`src/rtl/alu_pkg.sv`:
```
`default_nettype none
// +------------------------------------------------------------------+
// | alu_pkg: op encodings, mul/div FSM states and datapath width      |
// | Rev 1.0                                                           |
// +------------------------------------------------------------------+
package alu_pkg;

  localparam int DATA_W = 16;

  localparam logic [1:0] OP_MULU = 2'b00;
  localparam logic [1:0] OP_MUL  = 2'b01;
  localparam logic [1:0] OP_DIVU = 2'b10;
  localparam logic [1:0] OP_DIV  = 2'b11;

  typedef enum logic [1:0] {
    IDLE = 2'b00,
    RUN  = 2'b01,
    FIX  = 2'b10,
    DONE = 2'b11
  } state_e;

endpackage
`default_nettype wire

```
`src/rtl/alu_muldiv_seq_abs_neg.sv`:
```
`default_nettype none
// +------------------------------------------------------------------+
// | abs_neg: conditional two's-complement negate, WIDTH-generic       |
// | Rev 1.0                                                           |
// +------------------------------------------------------------------+
module abs_neg #(
  parameter int WIDTH = 16
) (
  input  logic [WIDTH-1:0] i_val,
  input  logic             i_neg,
  output logic [WIDTH-1:0] o_val
);

  assign o_val = i_neg ? (~i_val + {{(WIDTH-1){1'b0}}, 1'b1}) : i_val;

endmodule
`default_nettype wire

```
`src/rtl/alu_muldiv_seq.sv`:
```
`default_nettype none
// +------------------------------------------------------------------+
// | alu_muldiv_seq: iterative signed/unsigned MUL/DIV into HI/LO      |
// | Rev 1.0                                                           |
// +------------------------------------------------------------------+
module alu_muldiv_seq
  import alu_pkg::*;
#(
  parameter int WIDTH = DATA_W
) (
  input  logic             clk,
  input  logic             rst_n,
  input  logic             start,
  input  logic [1:0]       op,
  input  logic [WIDTH-1:0] a,
  input  logic [WIDTH-1:0] b,
  output logic             busy,
  output logic             done,
  output logic             div0,
  output logic [WIDTH-1:0] hi,
  output logic [WIDTH-1:0] lo
);

  localparam int CNT_W = (WIDTH > 1) ? $clog2(WIDTH) : 1;
  localparam logic [CNT_W-1:0] CNT_LAST = CNT_W'(WIDTH - 1);

  state_e               state_q, state_d;
  logic [CNT_W-1:0]     cnt_q, cnt_d;
  logic                 is_div_q, is_div_d;
  logic                 sgn_x_q, sgn_x_d;
  logic                 sgn_a_q, sgn_a_d;
  logic                 bz_q, bz_d;
  logic [WIDTH-1:0]     a_raw_q, a_raw_d;
  logic [WIDTH-1:0]     opnd_q, opnd_d;
  logic [2*WIDTH-1:0]   acc_q, acc_d;
  logic [WIDTH-1:0]     hi_q, hi_d, lo_q, lo_d;
  logic                 div0_q, div0_d, done_q, done_d, busy_q, busy_d;

  logic                 in_signed, in_div, a_neg, b_neg;
  logic [WIDTH-1:0]     a_mag, b_mag, quo_fix, rem_fix;
  logic [2*WIDTH-1:0]   prod_fix, mul_next, div_next;
  logic [WIDTH:0]       mul_sum, rem_sh, rem_diff;

  assign in_signed = (op == OP_MUL) || (op == OP_DIV);
  assign in_div    = (op == OP_DIVU) || (op == OP_DIV);
  assign a_neg     = in_signed & a[WIDTH-1];
  assign b_neg     = in_signed & b[WIDTH-1];

  abs_neg #(.WIDTH(WIDTH))   u_abs_a   (.i_val(a), .i_neg(a_neg), .o_val(a_mag));
  abs_neg #(.WIDTH(WIDTH))   u_abs_b   (.i_val(b), .i_neg(b_neg), .o_val(b_mag));
  abs_neg #(.WIDTH(2*WIDTH)) u_fix_p   (.i_val(acc_q), .i_neg(sgn_x_q), .o_val(prod_fix));
  abs_neg #(.WIDTH(WIDTH))   u_fix_q   (.i_val(acc_q[WIDTH-1:0]), .i_neg(sgn_x_q), .o_val(quo_fix));
  abs_neg #(.WIDTH(WIDTH))   u_fix_r   (.i_val(acc_q[2*WIDTH-1:WIDTH]), .i_neg(sgn_a_q), .o_val(rem_fix));

  // acc = {partial product, multiplier} for MUL, {remainder, dividend/quotient} for DIV
  always_comb begin
    mul_sum  = {1'b0, acc_q[2*WIDTH-1:WIDTH]} + (acc_q[0] ? {1'b0, opnd_q} : '0);
    mul_next = {mul_sum, acc_q[WIDTH-1:1]};
    rem_sh   = {acc_q[2*WIDTH-1:WIDTH], acc_q[WIDTH-1]};
    rem_diff = rem_sh - {1'b0, opnd_q};
    div_next = rem_diff[WIDTH]
             ? {rem_sh[WIDTH-1:0], acc_q[WIDTH-2:0], 1'b0}
             : {rem_diff[WIDTH-1:0], acc_q[WIDTH-2:0], 1'b1};
  end

  always_comb begin
    state_d  = state_q;
    cnt_d    = cnt_q;
    is_div_d = is_div_q;
    sgn_x_d  = sgn_x_q;
    sgn_a_d  = sgn_a_q;
    bz_d     = bz_q;
    a_raw_d  = a_raw_q;
    opnd_d   = opnd_q;
    acc_d    = acc_q;
    hi_d     = hi_q;
    lo_d     = lo_q;
    div0_d   = div0_q;
    done_d   = 1'b0;
    busy_d   = busy_q;
    unique case (state_q)
      IDLE: begin
        if (start) begin
          is_div_d = in_div;
          sgn_x_d  = a_neg ^ b_neg;
          sgn_a_d  = a_neg;
          bz_d     = (b == '0);
          a_raw_d  = a;
          opnd_d   = in_div ? b_mag : a_mag;
          acc_d    = {{WIDTH{1'b0}}, (in_div ? a_mag : b_mag)};
          cnt_d    = '0;
          busy_d   = 1'b1;
          state_d  = RUN;
        end
      end
      RUN: begin
        acc_d = is_div_q ? div_next : mul_next;
        cnt_d = cnt_q + 1'b1;
        if (cnt_q == CNT_LAST) state_d = FIX;
      end
      FIX: begin
        if (is_div_q && bz_q) begin
          hi_d   = a_raw_q;
          lo_d   = '1;
          div0_d = 1'b1;
        end else if (is_div_q) begin
          hi_d   = rem_fix;
          lo_d   = quo_fix;
          div0_d = 1'b0;
        end else begin
          {hi_d, lo_d} = prod_fix;
          div0_d       = 1'b0;
        end
        done_d  = 1'b1;
        state_d = DONE;
      end
      DONE: begin
        busy_d  = 1'b0;
        state_d = IDLE;
      end
      default: state_d = IDLE;
    endcase
  end

  always_ff @(posedge clk) begin
    if (!rst_n) begin
      state_q  <= IDLE;
      cnt_q    <= '0;
      is_div_q <= 1'b0;
      sgn_x_q  <= 1'b0;
      sgn_a_q  <= 1'b0;
      bz_q     <= 1'b0;
      a_raw_q  <= '0;
      opnd_q   <= '0;
      acc_q    <= '0;
      hi_q     <= '0;
      lo_q     <= '0;
      div0_q   <= 1'b0;
      done_q   <= 1'b0;
      busy_q   <= 1'b0;
    end else begin
      state_q  <= state_d;
      cnt_q    <= cnt_d;
      is_div_q <= is_div_d;
      sgn_x_q  <= sgn_x_d;
      sgn_a_q  <= sgn_a_d;
      bz_q     <= bz_d;
      a_raw_q  <= a_raw_d;
      opnd_q   <= opnd_d;
      acc_q    <= acc_d;
      hi_q     <= hi_d;
      lo_q     <= lo_d;
      div0_q   <= div0_d;
      done_q   <= done_d;
      busy_q   <= busy_d;
    end
  end

  assign busy = busy_q;
  assign done = done_q;
  assign div0 = div0_q;
  assign hi   = hi_q;
  assign lo   = lo_q;

endmodule
`default_nettype wire

```
`config.mk`:
```
export PLATFORM = sky130hd
export DESIGN_NAME = alu_muldiv_seq
export DESIGN_NICKNAME = d
export VERILOG_FILES = /design/src/rtl/alu_pkg.sv /design/src/rtl/alu_muldiv_seq_abs_neg.sv /design/src/rtl/alu_muldiv_seq.sv
export SDC_FILE = /design/constraint.sdc
export NUM_CORES = 1
export LEC_CHECK = 0
export CAP_MARGIN = 20
export CORE_UTILIZATION = 45
export DETAILED_ROUTE_END_ITERATION = 7
export PLACE_DENSITY = 0.69
export SLEW_MARGIN = 0
export SYNTH_ARGS = -nofsm -noshare
export SYNTH_HDL_FRONTEND = slang
export SYNTH_SLANG_ARGS = --single-unit
```
`constraint.sdc`:
```
create_clock -name clk -period 5.1 [get_ports clk]
set_clock_uncertainty 0.1 [all_clocks]
set_input_delay 0.765 -clock clk [delete_from_list [all_inputs] [get_ports clk]]
set_output_delay 0.765 -clock clk [all_outputs]
set_load 0.01 [all_outputs]
```
# Yosys cells after proc, flatten, opt, wreduce, memory -nomap -nowiden
# Cells that the tools add are included.
# Widths: inputs -> output; s select.
[classes]
addsub = 8
mul = 0
div_mod_pow = 0
n_lt_le_gt_ge = 0
n_eq_ne = 9
shift = 0
muxes = 25
bitwise_logic = 8
reduce_logical = 11
[op_table]
columns = ["op", "count"]
rows = [
  ["$mux 16", 11],
  ["$mux 32", 4],
  ["$add 16x1->16 const B", 4],
  ["$not 16->16", 4],
  ["$pmux 32 s2", 1],
  ["$add 32x1->32 const B", 1],
  ["$not 32->32", 1],
  ["$add 16x16->17", 1],
  ["$sub 17x16->17", 1],
  ["$logic_not 16->1", 1],
  ["$eq 2x2->1 const B", 4],
  ["$pmux 2 s4", 1],
  ["$pmux 4 s2", 1],
  ["$reduce_and 2->1", 4],
  ["$add 4x1->4 const B", 1],
  ["$eq 2x1->1 const B", 2],
  ["$eq 4x4->1 const B", 1],
  ["$mux 2", 2],
  ["$mux 4", 1],
  ["$ne 2x2->1 const B", 2],
  ["$reduce_bool 2->1", 2],
  ["$mux 1", 3],
  ["$and 1x1->1", 2],
  ["$logic_not 2->1", 1],
  ["other kinds (4)", 5],
]
[totals]
regBits = 109
latch_bits = 0
ram_bits = 0
rom_bits = 0
input_bits = 37
word_cells = 75
mem_count = 0

# Longest topological paths before layout
# Gate-level depths: netlist (run 1).
[logic_depth]
word_depth = 7
ltp_mapped = 12
depth_no_buf = 12

# Cells and area by module
# From an unflattened synthesis (run 1), not the netlist that was laid out.
[unflattened]
hier_cells = 1132
hier_area_um2 = 8998.6
[modules_own_cells]
columns = ["mod", "n_inst", "cells_each", "area_per_inst_um2", "seq_area_each_um2"]
rows = [
  ["alu_muldiv_seq", 1, 845, 6890.4, 2182.1],
  ["abs_neg at u_abs_a ...", 4, 47, 332.8, 0.0],
  ["abs_neg at u_fix_p", 1, 99, 777.0, 0.0],
]

# Worst setup path after synthesis (run 1)
# No wires, ideal clock.
[synth_path]
path_type = "input to register"
startpoint = "input port a[0]"
endpoint = "register acc_q[14]"
setup_ns = 0.121
arrival_time_ns = 2.685
path_slack_ns = 2.193
stages = 10
path_buffers = 0
cell_sequence = "inv_1 -> ha_1 -> or3b_2 -> nor3_1 -> nand2_1 -> o31a_1 -> xor2_1 -> or2_2 -> a31oi_1 -> a21oi_1"
[synth_between]
elab_chain_len = 6
[synth_lines]
columns = ["item", "line", "rtl"]
rows = [
  ["start: declaration", "alu_muldiv_seq.sv:15", "input logic [WIDTH-1:0] a,"],
  ["$not 16->16", "alu_muldiv_seq_abs_neg.sv:14", "assign o_val = i_neg ? (~i_val + {{(WIDTH-1){1'b0}}, 1'b1}) : i_val;"],
  ["$add 16x1->16", "alu_muldiv_seq_abs_neg.sv:14", ""],
  ["$mux 16", "alu_muldiv_seq_abs_neg.sv:14", ""],
  ["$mux 16", "alu_muldiv_seq.sv:90", "acc_d = {{WIDTH{1'b0}}, (in_div ? a_mag : b_mag)};"],
  ["$mux 32", "alu_muldiv_seq.sv:83", "if (start) begin"],
  ["$pmux 32 s2", "alu_muldiv_seq.sv:81", "unique case (state_q)"],
  ["end signal: assignment", "alu_muldiv_seq.sv:135", "acc_q <= '0;"],
  ["end signal: assignment", "alu_muldiv_seq.sv:150", "acc_q <= acc_d;"],
  ["end: declaration", "alu_muldiv_seq.sv:35", "logic [2*WIDTH-1:0] acc_q, acc_d;"],
]
# Every way passes these cells. The select of a mux whose other input is x is not followed.
# A chain may end at the register's enable or synchronous reset.

# Worst setup path in the final report (run 1)
[layout_path]
startpoint = "register acc_q[15]"
endpoint = "register acc_q[16]"
[layout_between]
elab_chain_len = 4
[layout_lines]
columns = ["item", "line", "rtl"]
rows = [
  ["$sub 17x16->17", "alu_muldiv_seq.sv:60", "rem_diff = rem_sh - {1'b0, opnd_q};"],
  ["$mux 32 (*)", "alu_muldiv_seq.sv:62", "? {rem_sh[WIDTH-1:0], acc_q[WIDTH-2:0], 1'b0}"],
  ["$mux 32 (*)", "alu_muldiv_seq.sv:97", "acc_d = is_div_q ? div_next : mul_next;"],
  ["$pmux 32 s2 (*)", "alu_muldiv_seq.sv:81", ""],
]
# Every way passes the cells marked *; elsewhere a longest branch is shown, timed or not.

==> impl_metrics.toml, run 1 <==
[logic_synthesis]
synth_area_leaders = "dfxtp_1, ha_1, a21oi_1"
syn_nets = 1132
synth_most_common_cell = "nor2_1"
synthTopCellsByCount = "nor2_1, nand2_1, dfxtp_1"
synth_mux_area_share_pct = 5.96
synth_xor_area_share_pct = 8.21
synth_edf_count = 0
synth_top_family_by_area = "compound AO/OA/AOI/OAI gates"
synthAdderAreaFrac_pct = 7.00
avgSynthCellArea_um2 = 7.51
syn_inst = 1052
synth.top_cell.area_share_pct = 27.6
synth_area_um2 = 7900
yosys_warnings = 0
synthSimpleGateAreaFrac_pct = 21.6
synth_compound_area_share_pct = 24.3
synthArstFlopShare_pct = 0
synth_area_leader_cell = "dfxtp_1"
ys_seq_area_share_pct = 27.6
synth_flop_cell = "dfxtp_1"
synth_seq_cells = 109
ys_types = 69

[sta]
slew_violations = 0
fin_crit_sh_pct = 67.2
rsz0062_at_grt = "false"
fin_ws_ps = 1670
final-hold-violation-count = 0
slew-limit-headroom_pct = 25.8
finalSetupViolations = 0
worst_slew_pin_slew_ps = 1110
period_needed_ps = 3430
max_freq_ghz = 0.292
hold_slack_ps = 357
tns_ps = 0

[floorplan]
die-area_um2 = 18100
start_util_pct = 45.8
fp.dieH_um = 134
num_rows = 48
ios = 72
fp.dieW_um = 134
core-area_um2 = 17200

[worst_setup_path]
cp_max_fo = 18
slowest_stage = "nand3_2"
slowest_delay_ps = 470
startpoint_type = "register"
critPathKind = "reg -> reg"
crit_chain = "inv_1 -> ha_1 -> fa_1 -> nor2b_1 -> o31ai_1 -> a211o_1 -> nand3_1 -> a211o_1 -> nand3_2 -> nor3b_1 -> o311a_1"
critical_path_buf_inv_count = 1
cp.required_ps = 5260
worstPathArrival_ps = 3580
r2r_start = "acc_q[15]"
path_delay_family = "simple AND/OR/NAND/NOR gates"
cpMostUsedCell = "a211o_1"
crit_start = "acc_q[15]"
cp-end-kind = "register"

[pwr]
power_leakage_uw = 0.00347
seqPwrFrac_pct = 31.9
power.total_uw = 3980
p_comb_share_pct = 50.3
p_sw_uw = 1770
intPower_uw = 2210
power_density_nw_per_um2 = 443
peakVddDrop_mv = 0.233
pwr-share-clk_pct = 17.7
power.share.switching_pct = 44.4

[drt]
drc_errors = 0
vias = 7698
wl_met3_um = 1750
vias_per_cell = 5.88
antenna_left = 0
drt-initial-drc-count = 739
highest_layer = "met4"
post_drt_wl_per_cell_um = 17.9
drt-met1-wl_um = 11100
finalWirelength_um = 23500
met2_length_um = 9830
dr.pass1.iters = 5

[layout]
seq_area_um2 = 2180
multi_input_area_um2 = 5290
fillCellCount = 1666
drive_above_1_share_pct = 4.42
diodes = 0
area_growth_pct = 13.8
nNetsFinal = 1160

[flow_run]
maxCapViolations = 0

[worst_hold_path]
hp-class = "reg -> reg"
hp-start = "opnd_q[11]"

[global_route]
grt_pass1_wl_um = 37700
first_global_vias = 7141
overflow = 0
grt_start_max_net_pins = 81
antenna_found_initial = 0
grt_use_total_pct = 26.6

[clocking]
cts_resized = 0
h-tree-depth = 3
clkLatencyLatePin_ps = 370
cts_setup_buffers = 0
cts_tree = "built"
clk_pin_slew_worst_paths_ps = 80
root_buffer = "clkbuf_16"
cts_hold_buffers = 0
numCtsBuffers = 9
clockBufferDepth = 2
cts.sinks = 109

[placed_design]
io_buffers = 71
pre_cts_ws_ps = 1470
hpwlAfterDp_um = 17500
gp_congestion = 0.959

[outcome]
status = "finished clean"
-- worst min-delay path, stage by stage (launching register included) --
cell and delay, ps:
dfxtp_1 310, nand2_1 50, a21oi_1 50
-- sequential cells by signal, summed over array words and instances, names as in the netlist --
| signal | count |
|---|---|
| done | 1 |
| hi | 16 |
| bz_q | 1 |
| busy | 1 |
| sgn_a_q | 1 |
| opnd_q | 16 |
| lo | 16 |
| is_div_q | 1 |
| state_q | 2 |
| cnt_q | 4 |
| a_raw_q | 16 |
| sgn_x_q | 1 |
| div0 | 1 |
| acc_q | 32 |
-- through the flow --
stage / util (%) / cells / area [µm²]
3_3_place_gp: 50.4 / 1293 / 8680
4_1_cts: 52.1 / 1309 / 8980
2_1_floorplan: - / 1052 / 7900
6_report: 52.1 / 1310 / 8980
3_5_place_dp: 50.4 / 1293 / 8680
5_1_grt: 52.1 / 1310 / 8980
-- cells in the final DEF, fill, tap and decap left out, types with 15 or more instances in the layout --
| master | count |
|---|---|
| ha_1 | 41 |
| nand2_1 | 123 |
| o22ai_1 | 16 |
| mux2i_1 | 38 |
| nor2_1 | 125 |
| a21oi_1 | 95 |
| o211ai_1 | 17 |
| dfxtp_1 | 109 |
| o21ai_0 | 50 |
| nor3_1 | 31 |
| xnor2_1 | 44 |
| inv_1 | 43 |
| clkdlybuf4s50_1 | 71 |
| a211oi_1 | 22 |
| nand3_1 | 15 |
| xor2_1 | 30 |
-- kinds of logic after synthesis --
group / Yosys count
AO/OA/AOI/OAI: 303
adder cells (fa/ha/maj): 43
buffers and inverters: 106
XOR/XNOR: 74
AND/OR/NAND/NOR: 371
multiplexers: 46
flip-flops: 109
-- path summary, 6_finish.rpt --
kind | endpoint | slack [ps] | cells past startpoint
setup / recovery | acc_q[16] | 1670 | 11
hold / removal | opnd_q[11] | 360 | 2
setup reg to reg | acc_q[16] | 1670 | 11
hold reg to reg | opnd_q[11] | 360 | 2
-- power by group through the flow --
stage / registers (µW) / clock network [µW] / logic (µW)
global route: 1300 / 757 / 2210
detailed placement: 1280 / 0 / 1970
CTS: 1260 / 715 / 1980
global placement: 1280 / 0 / 1950
floorplan: 1200 / 0 / 1470
finish: 1270 / 706 / 2000
-- routing by layer --
layer / up-vias / GRT usage (%)
li1: 3801 / -
met1: 3542 / 38.0
met2: 303 / 38.9
met3: 52 / 4.50
met4: 0 / 11.6
met5: - / 0
-- cell type report --
cell class | instances | share of cell area [%]
Clock buffer | 9 | 2.51
Clock inverter | 7 | 0.738
Inverter | 44 | 1.84
Multi-Input combinational cell | 837 | 58.9
Sequential cell | 109 | 24.3
Tap cell | 225 | 3.13
Timing Repair Buffer | 79 | 8.58
(Power assumes the default switching activity.)
==> run 2: changes to the inputs <==
Clock period 5.1 ns to 3.3 ns, I/O delays scaled along.
==> run 2 against run 1 <==
Compared with the run above:
- hold slack worse by 0.97 ps
- cell count grew 3.2%
- critical path depth rose by 2
- cell area is 3.8% higher
- die area is the same
- worst setup slack got worse by 1400 ps
- critical path type unchanged
- clock power grew 57%
- total power up 59%
- maximum frequency rose by 11%
- non-clock buffer count is 42 higher
- critical endpoint is now acc_q[31]
- routed wire length grew 3.5%
- combinational power is 64% higher
==> impl_metrics.toml, run 2 (synthesis results as in run 1) <==
[sta]
slew_violations = 0
period_needed_ps = 3080
fin_crit_sh_pct = 93.2
slew-limit-headroom_pct = 55.2
rsz0062_at_grt = "false"
worst_slew_pin_slew_ps = 670
max_freq_ghz = 0.325
tns_ps = 0
final-hold-violation-count = 0
finalSetupViolations = 0

[clocking]
root_buffer = "clkbuf_16"
clk_pin_slew_worst_paths_ps = 80
cts_resized = 0
clkLatencyLatePin_ps = 370
cts.sinks = 109
h-tree-depth = 3
cts_hold_buffers = 0
cts_tree = "built"
clockBufferDepth = 2
cts_setup_buffers = 0
numCtsBuffers = 9

[global_route]
grt_start_max_net_pins = 43
overflow = 0
antenna_found_initial = 0
grt_use_total_pct = 27.2
first_global_vias = 7201
grt_pass1_wl_um = 38500

[drt]
drc_errors = 0
dr.pass1.iters = 6
post_drt_wl_per_cell_um = 18.0
vias = 7959
vias_per_cell = 5.89
antenna_left = 0
finalWirelength_um = 24300
drt-initial-drc-count = 707

[placed_design]
gp_congestion = 0.925
io_buffers = 71
hpwlAfterDp_um = 18800

[floorplan]
core-area_um2 = 17200
num_rows = 48
start_util_pct = 45.8
die-area_um2 = 18100
fp.dieH_um = 134
fp.dieW_um = 134
ios = 72

[worst_setup_path]
critPathKind = "reg -> reg"
cp_max_fo = 5
cp.depth = 13
cp.required_ps = 3460
slowest_stage = "fa_1"
startpoint_type = "register"
path_delay_family = "compound AO/OA/AOI/OAI gates"
worstPathArrival_ps = 3240
worst-r2r-cell-count = 13
crit_chain = "and2_1 -> ha_1 -> inv_1 -> fa_1 -> nor2b_1 -> o31ai_1 -> a21oi_1 -> nor3_1 -> buf_4 -> a211oi_1 -> o21ai_0 -> a211o_1 -> a221oi_1"
critical_path_buf_inv_count = 2
slowest_delay_ps = 400
cp-end-kind = "register"

[layout]
fillCellCount = 1662
largest_register_ffs = 32
drive_above_1_share_pct = 7.99
area_growth_pct = 18.1
final_cell_mix = "nor2_1, nand2_1, dfxtp_1, a21oi_1, clkdlybuf4s50_1"
final_common_cell = "nor2_1"
diodes = 0
largest_register = "acc_q"
nNetsFinal = 1202

[pwr]
power.total_uw = 6350
peakVddDrop_mv = 0.328
power_density_nw_per_um2 = 681
power_leakage_uw = 0.00370

[worst_hold_path]
hp-class = "reg -> reg"
hold_depth = 2

[flow_run]
maxCapViolations = 0

[outcome]
status = "finished clean"
==> run 2: cell types whose count changed in the layout (fill, tap and decap cells not counted), sizes merged <==
cell and change:
buf +42, inv +1, clkinvlp -1
==> run 2: path summary, 6_finish.rpt <==
kind / to / from / slack (ps)
worst min-delay path: opnd_q[13] / opnd_q[13] / 360
worst min register to register: opnd_q[13] / opnd_q[13] / 360
worst max register to register: acc_q[31] / acc_q[0] / 220
worst max-delay path: acc_q[31] / acc_q[0] / 220
==> run 2: per-layer routing <==
layer	GRT usage (%)	part of all wire [%]	up-vias	wire, µm
met1	38.2	46	3710	11100
met2	40.8	43	331	10400
met3	5.97	8.5	44	2070
li1	-	-	3874	-
met4	9.68	3.0	0	719
met5	0	0	-	0
==> run 2: cell type report <==
type / count / area, µm² / area share [%]
timing repair buffer: 121 / 1100 / 11.8
clock buffer: 9 / 225 / 2.42
sequential: 109 / 2180 / 23.4
inverter: 44 / 165 / 1.77
clock inverter: 7 / 77.6 / 0.832
multi-input combinational: 837 / 5290 / 56.8
tap: 225 / 282 / 3.02
==> run 2: worst register-to-register path, stage by stage, from the launching register on <==
cell	delay, ps
dfxtp_1	390
and2_1	150
ha_1	190
inv_1	70
fa_1	400
nor2b_1	160
o31ai_1	110
a21oi_1	170
nor3_1	70
buf_4	140
a211oi_1	300
o21ai_0	170
a211o_1	280
a221oi_1	290
==> run 2: power breakdown <==
| part | switching, µW | total, µW | internal, µW | leakage (µW) |
|---|---|---|---|---|
| clock network | 571 | 1110 | 541 | 0.000150 |
| registers | 333 | 1940 | 1610 | 0.000889 |
| logic | 1880 | 3290 | 1410 | 0.00266 |
==> run 2: through the flow <==
| step | instance area, µm² | std cells | util, % | hold slack, ps | worst slack [ps] |
|---|---|---|---|---|---|
| detailed placement | 9010 | 1335 | 52.3 | 346 | 134 |
| finish | 9320 | 1352 | 54.1 | 356 | 224 |
| global placement | 9010 | 1335 | 52.3 | 340 | 175 |
| floorplan | 7900 | 1052 | - | 332 | 465 |
| global route | 9320 | 1352 | 54.1 | 375 | 39.5 |
| CTS | 9320 | 1351 | 54.0 | 357 | 247 |
==> patch 1 (settings of run 2) <==
The 4 states of `state_e` get a Gray code encoding in 2 bits.
--- a/src/rtl/alu_pkg.sv
+++ b/src/rtl/alu_pkg.sv
@@ -15,8 +15,8 @@
   typedef enum logic [1:0] {
     IDLE = 2'b00,
     RUN  = 2'b01,
-    FIX  = 2'b10,
-    DONE = 2'b11
+    FIX  = 2'b11,
+    DONE = 2'b10
   } state_e;
 
 endpackage
Check against the original RTL: no difference found for any inputs over 10 cycles, from zero or initial values and one cycle with rst_n low; not proved beyond that.
==> patch 1 against run 2 <==
Setup slack better by 62 ps. Wire length up 1.5%. Worst hold slack worse by 2.4 ps. Final cell count down 1.8%. Sequential cell count unchanged. Critical path depth down 1. Area after synthesis down 0.95%. Cell area down 1.9%. Critical path type unchanged. Highest routed layer unchanged.
Power is not compared: it rests on default switching activity, and its combinational part moved more than twofold at a synthesized area within 25%.
==> patch 1: results (changes against run 2) <==
status finished, final reports clean; Post-synth top cells nand2_1, nor2_1, dfxtp_1; H-tree levels 3 (unchanged); top cells by area, synth dfxtp_1, a21oi_1, xnor2_1; worst hold path type register to register; kind of cell adding the most delay to the critical path compound AO/OA/AOI/OAI gates; CTS Buffer Depth 2 (unchanged); top sig layer met4; Largest Register acc_q; IO Port Bufs 71 (unchanged); GR met2 Demand/Resource 41.4% (+0.60 points); Net Count, Synth 1125 (-0.62%); pre-CTS setup slack 237 ps (+102 ps); Largest stage delay, worst path 380 ps (-20 ps); wire length on met2 10.5 mm (+0.69%); critical path's slowest cell fa_1; nets@finish 1179 (-1.9%); post-synthesis cell type count 73 (+5.8%); drt first pass iters 5 (-1); DR vias/cell 5.93 (+0.81%); M1 WL 11.4 mm (+3.1%); Sequential Area 2180 sq um (about the same); Final HPWL DP 19.0 mm (+1.0%); P_leak 3.56 nW; vias in the first global route 7216 (+0.21%); largest net degree at the start of global routing 55 (+28%); GPL Wtd Cong 0.936 (+1.1%); layout cells sized above 1 7.49% (-0.49 points); Routed Antenna Nets 0 (unchanged); worst-path fanout max 4 (-1); Rel. slew slack 60.2% (+4.9 points); final worst setup slack 286 ps (+62.0 ps); metal3 WL 2.03 mm (-1.9%); M1 GR Usage 40.1% (+1.8 points); Async SR Flop Fraction 0% (unchanged); top_reg_cell synth dfxtp_1; Arrival @ worst endpoint 3170 ps (-70 ps); GRT Total Usage 28.1% (+0.87 points); Num CTS Buffers 9 (unchanged); non-filler instance count after layout 1328 (-1.8%); Gate Count Post-Synth 1049 (-0.29%); clk_lat worst skew 370 ps (about the same); Reg clk slew, reported paths 80 ps (about the same); Largest register FFs 32 (unchanged); filler cell count 1635 (-1.6%); Sw Share 34.0%; 1st-iter DRT viols 779 (+10%); post-synthesis sequential area ratio 27.9% (+0.27 points); initial antenna violation count 0 (unchanged); global-route wire length before repair 39.2 mm (+1.9%); WL per Instance 18.6 um (+3.3%); M3 GR Usage 5.37% (-0.60 points)
patch 1: cell count changes in the layout (fill, tap and decap cells not counted), sizes merged, moves of 12 or more:
cell   change
buf       -14
or3       +12
nor2      -14
o21ai     +15
patch 1: repair_timing:
action | 4_1_cts | 5_1_grt
hold endpoints to repair | 0 | 0
resized for setup | 0 | 2
setup endpoints to repair | 0 | 1
setup buffers | 0 | 0
patch 1: cell type report:
cell class | count | share of cell area [%]
clock buffer | 9 | 2.46
clock inverter | 7 | 0.930
inverter | 44 | 1.81
multi-input combinational | 832 | 57.1
sequential | 109 | 23.9
tap | 220 | 3.01
timing repair buffer | 107 | 10.9
patch 1: power groups by stage:
stage               Clock, mW  Combinational (mW)  Sequential (mW)
floorplan                   0               0.631             1.43
global placement            0               0.892             1.46
detailed placement          0               0.897             1.46
CTS                      1.15               0.900             1.43
global route             1.20               0.993             1.44
finish                   1.13               0.912             1.43
patch 1: logic make-up (layout without fill, tap and decap cells):
logic type               after synthesis  after routing  share of synthesized area (%)
flip-flops                           109            109                           27.9
buffers and inverters                108            167                           5.44
XOR/XNOR                              77             77                           8.62
AND/OR/NAND/NOR                      359            359                           21.1
AO/OA/AOI/OAI                        320            320                           25.7
multiplexers                          37             37                           4.86
adder cells (fa/ha/maj)               39             39                           6.43
patch 1: worst paths after layout:
path / startpoint / end
setup / recovery: acc_q[0] / acc_q[29]
hold / removal: opnd_q[5] / opnd_q[5]
hold reg to reg: opnd_q[5] / opnd_q[5]
setup reg to reg: acc_q[0] / acc_q[29]
patch 1: metrics by stage:
step	hold WS (ps)	instance area, sq um
floorplan	332	7820
CTS	355	9150
global route	376	9150
global placement	341	8830
finish	354	9150
detailed placement	345	8830
==> patch 2 (settings of run 2) <==
Without the edit above. Set the package constant `DATA_W` to 8 (it was 16).
--- a/src/rtl/alu_pkg.sv
+++ b/src/rtl/alu_pkg.sv
@@ -5,7 +5,7 @@
 // +------------------------------------------------------------------+
 package alu_pkg;
 
-  localparam int DATA_W = 16;
+  localparam int DATA_W = 8;
 
   localparam logic [1:0] OP_MULU = 2'b00;
   localparam logic [1:0] OP_MUL  = 2'b01;
Interface: changed (resized a, b, hi and lo); port bits go from 72 to 40. The function was not compared with the original's and may differ.
==> patch 2 against run 2 <==
Highest routed layer unchanged. Area after synthesis decreased by 46%. First-iteration DRC count decreased by 63%. Power decreased by 47%. Core utilization decreased by 0.63 points. Wire length decreased by 54%. Cell area decreased by 47%. Sequential cell count decreased by 49. Setup slack improved by 270 ps.
==> patch 2: results (changes against run 2) <==
worst setup path end acc_q[13]; Largest register FFs 16 (-50%); IO Port Bufs 39 (-45%); M3 GR Usage 4.71% (-1.3 points); post-synthesis sequential area ratio 28.1% (+0.50 points); layout cells sized above 1 7.98% (about the same); crit path time final 2810 ps (-270 ps); Final HPWL DP 8.53 mm (-55%); status finished, final reports clean; GPL Wtd Cong 0.897 (-3.0%); GRT Total Usage 23.9% (-3.3 points); M1 GR Usage 32.2% (-6.0 points); Peak VDD IR 0.461 mV (+41%); crit path launch acc_q[7]; Arrival @ worst endpoint 2930 ps (-310 ps); post-synthesis cell type count 64 (-7.2%); WL per Instance 16.7 um (-6.9%); total number of vias 3998 (-50%); nets@finish 608 (-49%); critical path's slowest cell o41a_4; P_leak 1.90 nW (-49%); register-to-register setup slack 490 ps (+270 ps); top cells by area, synth dfxtp_1, ha_1, xnor2_1; Net Count, Synth 578 (-49%); 1st-iter DRT viols 260 (-63%); Rel. slew slack 28.5% (-27 points)
-- patch 2: power groups by stage --
stage	Combinational (mW)	Clock, mW	Sequential, mW
after global routing	1.84	0.627	1.11
after global placement	1.64	0	1.09
after CTS	1.67	0.595	1.09
after detailed placement	1.67	0	1.10
final	1.69	0.585	1.09
after floorplan	1.21	0	1.05
-- patch 2: stage by stage --
step	std cells	cell area, sq um
after detailed placement	659	4750
after global routing	675	4920
final	675	4920
after floorplan	529	4270
after global placement	659	4750
after CTS	675	4920
-- patch 2: layer usage --
layer	part of all wire (%)	wire [um]
met5	0	0
met4	2.9	329
met3	6.3	710
met2	44	4980
met1	47	5270
-- patch 2: layout make-up --
cell class | instances | area, sq um | area share (%)
Sequential cell | 60 | 1200 | 24.4
Timing Repair Buffer | 48 | 458 | 9.32
Inverter | 30 | 113 | 2.29
Clock buffer | 10 | 128 | 2.60
Tap cell | 111 | 139 | 2.83
Multi-Input combinational cell | 410 | 2840 | 57.7
Clock inverter | 6 | 41.3 | 0.840
-- patch 2: how the worst min path moves through the flow --
stage          depth (start not counted)          to  slack, ps
6_report                               2  a_raw_q[1]        380
5_1_grt                                2   opnd_q[4]        410
4_1_cts                                2   opnd_q[3]        380
3_5_place_dp                           2   opnd_q[3]        370
3_3_place_gp                           2   opnd_q[3]        360
2_1_floorplan                          2  a_raw_q[0]        340
-- patch 2: cells by family (layout without fill, tap and decap cells) --
group / count (synthesis) / in the layout / share of synthesized area [%]
muxes: 20 / 20 / 4.78
DFF: 60 / 60 / 28.1
xor gates and xnor gates: 38 / 38 / 8.24
AOI/OAI and AO/OA: 155 / 155 / 26.4
adders and majority gates: 28 / 28 / 8.56
buffers and inverters: 59 / 94 / 5.42
and+or+nand+nor: 169 / 169 / 18.5
-- patch 2: tightest hold or removal path, delay by kind of cell (launching register included) --
kind,cells,cell delay (ps)
AOI/OAI and AO/OA,1,70
and+or+nand+nor,1,50
DFF,1,310
